<file path="src/rtl/piso_shift_reg_param.sv">
// Parallel-in/serial-out shift register with a valid/ready load handshake,
// selectable bit order, shift pacing and gapless back-to-back frames.
module piso_shift_reg_param #(
    parameter int unsigned WIDTH      = 8,
    parameter bit          LSB_FIRST  = 1'b0,
    parameter bit          IDLE_LEVEL = 1'b0
) (
    input  logic             clk,
    input  logic             reset_n,
    input  logic             load_valid,
    output logic             load_ready,
    input  logic [WIDTH-1:0] parallel_in,
    input  logic             shift_en,
    output logic             serial_out,
    output logic             serial_valid,
    output logic             busy,
    output logic             frame_done
);

    localparam int unsigned CNT_W = $clog2(WIDTH);

    typedef enum logic {
        IDLE  = 1'b0,
        SHIFT = 1'b1
    } state_t;

    state_t           state;
    logic [WIDTH-1:0] shreg;
    logic [CNT_W-1:0] cnt;
    logic [WIDTH-1:0] shifted;
    logic             last_bit;
    logic             accept;

    assign last_bit   = (state == SHIFT) && (cnt == '0);
    // Ready on the last consumed bit too, so the next word follows with no gap.
    assign load_ready = (state == IDLE) || (last_bit && shift_en);
    assign accept     = load_valid && load_ready;
    assign shifted    = LSB_FIRST ? (shreg >> 1) : (shreg << 1);

    always_ff @(posedge clk or negedge reset_n) begin
        if (!reset_n) begin
            state      <= IDLE;
            shreg      <= '0;
            cnt        <= '0;
            frame_done <= 1'b0;
        end else begin
            // NOTE: non-blocking updates let every branch read this cycle's cnt/state.
            frame_done <= last_bit && shift_en;
            if (accept) begin
                shreg <= parallel_in;
                cnt   <= CNT_W'(WIDTH - 1);
                state <= SHIFT;
            end else if (state == SHIFT && shift_en) begin
                if (last_bit) begin
                    state <= IDLE;
                end else begin
                    shreg <= shifted;
                    cnt   <= cnt - CNT_W'(1);
                end
            end
        end
    end

    assign serial_out   = (state == SHIFT) ? (LSB_FIRST ? shreg[0] : shreg[WIDTH-1])
                                           : IDLE_LEVEL;
    assign serial_valid = (state == SHIFT);
    assign busy         = (state == SHIFT);

endmodule
</file>
<file path="config.mk">
export PLATFORM = sky130hd
export DESIGN_NAME = piso_shift_reg_param
export DESIGN_NICKNAME = d
export VERILOG_FILES = /design/src/rtl/piso_shift_reg_param.sv
export SDC_FILE = /design/constraint.sdc
export NUM_CORES = 1
export LEC_CHECK = 0
export BUFFER_PORTS_ARGS = -buffer_cell sky130_fd_sc_hd__buf_2
export CAP_MARGIN = 20
export CORE_MARGIN = 5
export CORE_UTILIZATION = 30
export CTS_BUF_LIST = sky130_fd_sc_hd__clkbuf_4
export DETAILED_ROUTE_END_ITERATION = 8
export PLACE_DENSITY_LB_ADDON = 0.25
export SLEW_MARGIN = 20
export SYNTH_ARGS = -nofsm -noshare
export SYNTH_HDL_FRONTEND = slang
export SYNTH_SLANG_ARGS = --single-unit
</file>
<file path="constraint.sdc">
create_clock -name clk -period 2.1 [get_ports clk]
set_input_delay 0.315 -clock clk [delete_from_list [all_inputs] [get_ports clk]]
set_output_delay 0.315 -clock clk [all_outputs]
set_load 0.05 [all_outputs]
</file>
==> reports/qor.yml <==
clock_tree:
  clk_path_buf_depth: 2
  cts.sinks: 13
  root_buffer: "clkbuf_4"
  cts_tree: "built"
  htree_num_levels: 1
  cts_setup_buffers: 0
  cts_buffers: 3
  clkTransAtPathRegs_ns: 0.09
  clk-insertion-delay-late_ns: 0.28
pwr:
  worst_ir_drop_vdd_mv: 0.3905
  leakage_nw: 0.3581
  total_power_w: 0.0009276
  p_per_area_nw_per_um2: 1139
synth:
  synth.cell_area_um2: 674.4
  synth.top_cells.by_area: "dfrtp_1 48%, o221a_2 12%, or3_1 6.5%"
  synth_common_cells: "13 x dfrtp_1, 7 x o221a_2, 7 x or3_1, 4 x o21ai_1, 3 x inv_1"
  synth-main-ff-cell: "dfrtp_1"
  synth_most_common_cell: "dfrtp_1"
  async_flop_share_pct: 100.0
  yosys.area.top_type: "dfrtp_1"
  synth_enable_flop_cells: 0
  syn_avg_cell_area_um2: 11.06
  synth_top_cell_area_share_pct: 48.24
  ys_warn_count: 0
  yosysUniqueCellTypes: 28
  ys_ff_latch: 13
  seq_area_frac_synth_pct: 48.24
  synthCells: 61
  synth_nets: 75
setup_path:
  worstSetupPathType: "reg2out"
  cpPeakStageDelay_ns: 0.41
  start_kind: "register"
  critPathArrivalTime_ns: 1.58
  crit_chain: "inv_1, ha_1, nand2b_1, o21ai_1, buf_2"
  worstPathMaxFanout: 5
  regToRegEndpoint: "shreg[3]"
  cp.depth: 5
  slowest_stage: "dfrtp_1"
  startpoint: "cnt[0]"
  critical_path.top_delay_family: "flip-flops"
  endpoint_kind: "primary output"
  cp-endpoint: "load_ready"
  required_ns: 1.78
  r2r_slack_ns: 0.53
  rr_startpoint: "cnt[0]"
  reg2regPathDepth: 5
  critPathBufInv: 2
timing:
  period_needed_ns: 1.900
  rsz0062_at_grt: "no"
  min_period_over_period_pct: 90.47
  fmax_mhz: 526.3
  slew_viol_final: 0
  setup-violations-final: 0
  setup-tns-final_ns: 0
  worst_pin_slew_ns: 0.4048
  finalHoldViolCount: 0
  finClkSkew_ns: 0.009823
  maxSlewHeadroom_pct: 72.92
layout:
  utilization_pct: 37.54
  synthToLayoutAreaGrowth_pct: 20.78
  nets: 95
  antennaDiodeCount: 0
  drive_gt1_share_pct: 40.00
  fillerInstances: 232
  seq_area_um2: 325.3
  multi_input_area_um2: 321.6
detailed_routing:
  routed_wl_um: 1433
  vias: 523
  antenna_left: 0
  dr.pass1.iters: 4
  viasPerCell: 4.843
  drc_errors: 0
  wl_per_cell_um: 13.27
  first_iter_violations: 7
global_route:
  grt_pass1_vias: 521
  grt_antenna_before_repair: 0
  grt_max_degree: 14
  grt_pass1_wl_um: 2311
  grt_usage_pct: 9.222
  gr-total-overflow: 0
placement:
  place_congestion: 0.7507
  io_buffers: 16
floorplan:
  pin_count: 17
  coreArea_um2: 2170
  die-height_um: 57.41
  start_util_pct: 31.08
  core.rowCount: 17
  die_area_um2: 3296
  die_w_um: 57.41
run:
  drv_cap: 0
outcome:
  status: "finished clean"
worst_hold_path:
  hold_path_class: "in2reg"
## state kept, by name (all words and copies together), names as in the netlist
register / cells
frame_done: 1
busy: 1
shreg: 8
cnt: 3
## cell families (layout without fill, tap and decap cells)
group / Yosys count / after routing / synth area share [%]
AO/OA/AOI/OAI: 18 / 18 / 22.82
AND/OR/NAND/NOR: 21 / 21 / 19.67
multiplexers: 1 / 1 / 1.484
adder cells (fa/ha/maj): 2 / 2 / 3.710
flip-flops: 13 / 13 / 48.24
buffers and inverters: 6 / 25 / 4.081
## timing repair
action | in CTS | in global routing
gates resized for setup | 0 | 0
hold buffers | 1 | 0
hold endpoints to repair | 13 | 0
endpoints found under the setup margin | 0 | 0
## worst min-delay path: stages
cell	delay, ns
buf_2	0.09
inv_1	0.04
o21ai_1	0.05
## power by group
part           internal, W  switching (W)
Combinational     0.000176       0.000192
Sequential        0.000337      0.0000610
Clock            0.0000707      0.0000903
## per-stage QoR
step           std cells  hold slack, ns  cell area (um2)  setup slack, ns
2_1_floorplan         61         0.01941            674.4           0.2689
3_3_place_gp         103          0.2223            777.0           0.5291
3_5_place_dp         103          0.2198            777.0           0.5034
4_1_cts              108          0.2451            814.5           0.1733
5_1_grt              108          0.2540            814.5          0.02321
6_report             108          0.2476            814.5           0.2000
## how the worst min path moves through the flow
stage / startpoint / to / slack (ns) / cells after the start
2_1_floorplan: reset_n / busy / 0.02 / 0
3_3_place_gp: reset_n / shreg[3] / 0.22 / 1
3_5_place_dp: reset_n / shreg[3] / 0.22 / 1
4_1_cts: parallel_in[0] / shreg[0] / 0.25 / 3
5_1_grt: parallel_in[0] / shreg[0] / 0.25 / 3
6_report: parallel_in[0] / shreg[0] / 0.25 / 3
## cells in the final DEF, fill, tap and decap left out, types with 2 or more instances in the layout
cell and n:
buf_2 16, dfrtp_1 13, or3_1 7, o221a_2 7
o21ai_1 4, inv_1 3, clkbuf_4 3, nand2b_1 2
nor2b_1 2, nand2_1 2, ha_1 2
## metal layers
metal  GRT usage, %  up-vias  routed length [um]
li1               -      264                   -
met1          10.12      243                 641
met2          14.84       12                 678
met3          3.394        4                  80
met4          5.960        0                  31
met5              0        -                   0
## area by class of cell
class	count	share of cell area, %
clock buffers	3	2.765
inverters	4	1.843
flip-flops and latches	13	39.94
well taps	28	4.301
multi-input cells	42	39.48
repair buffers	17	11.06
clock inverters	1	0.6144
(Power assumes the default switching activity.)
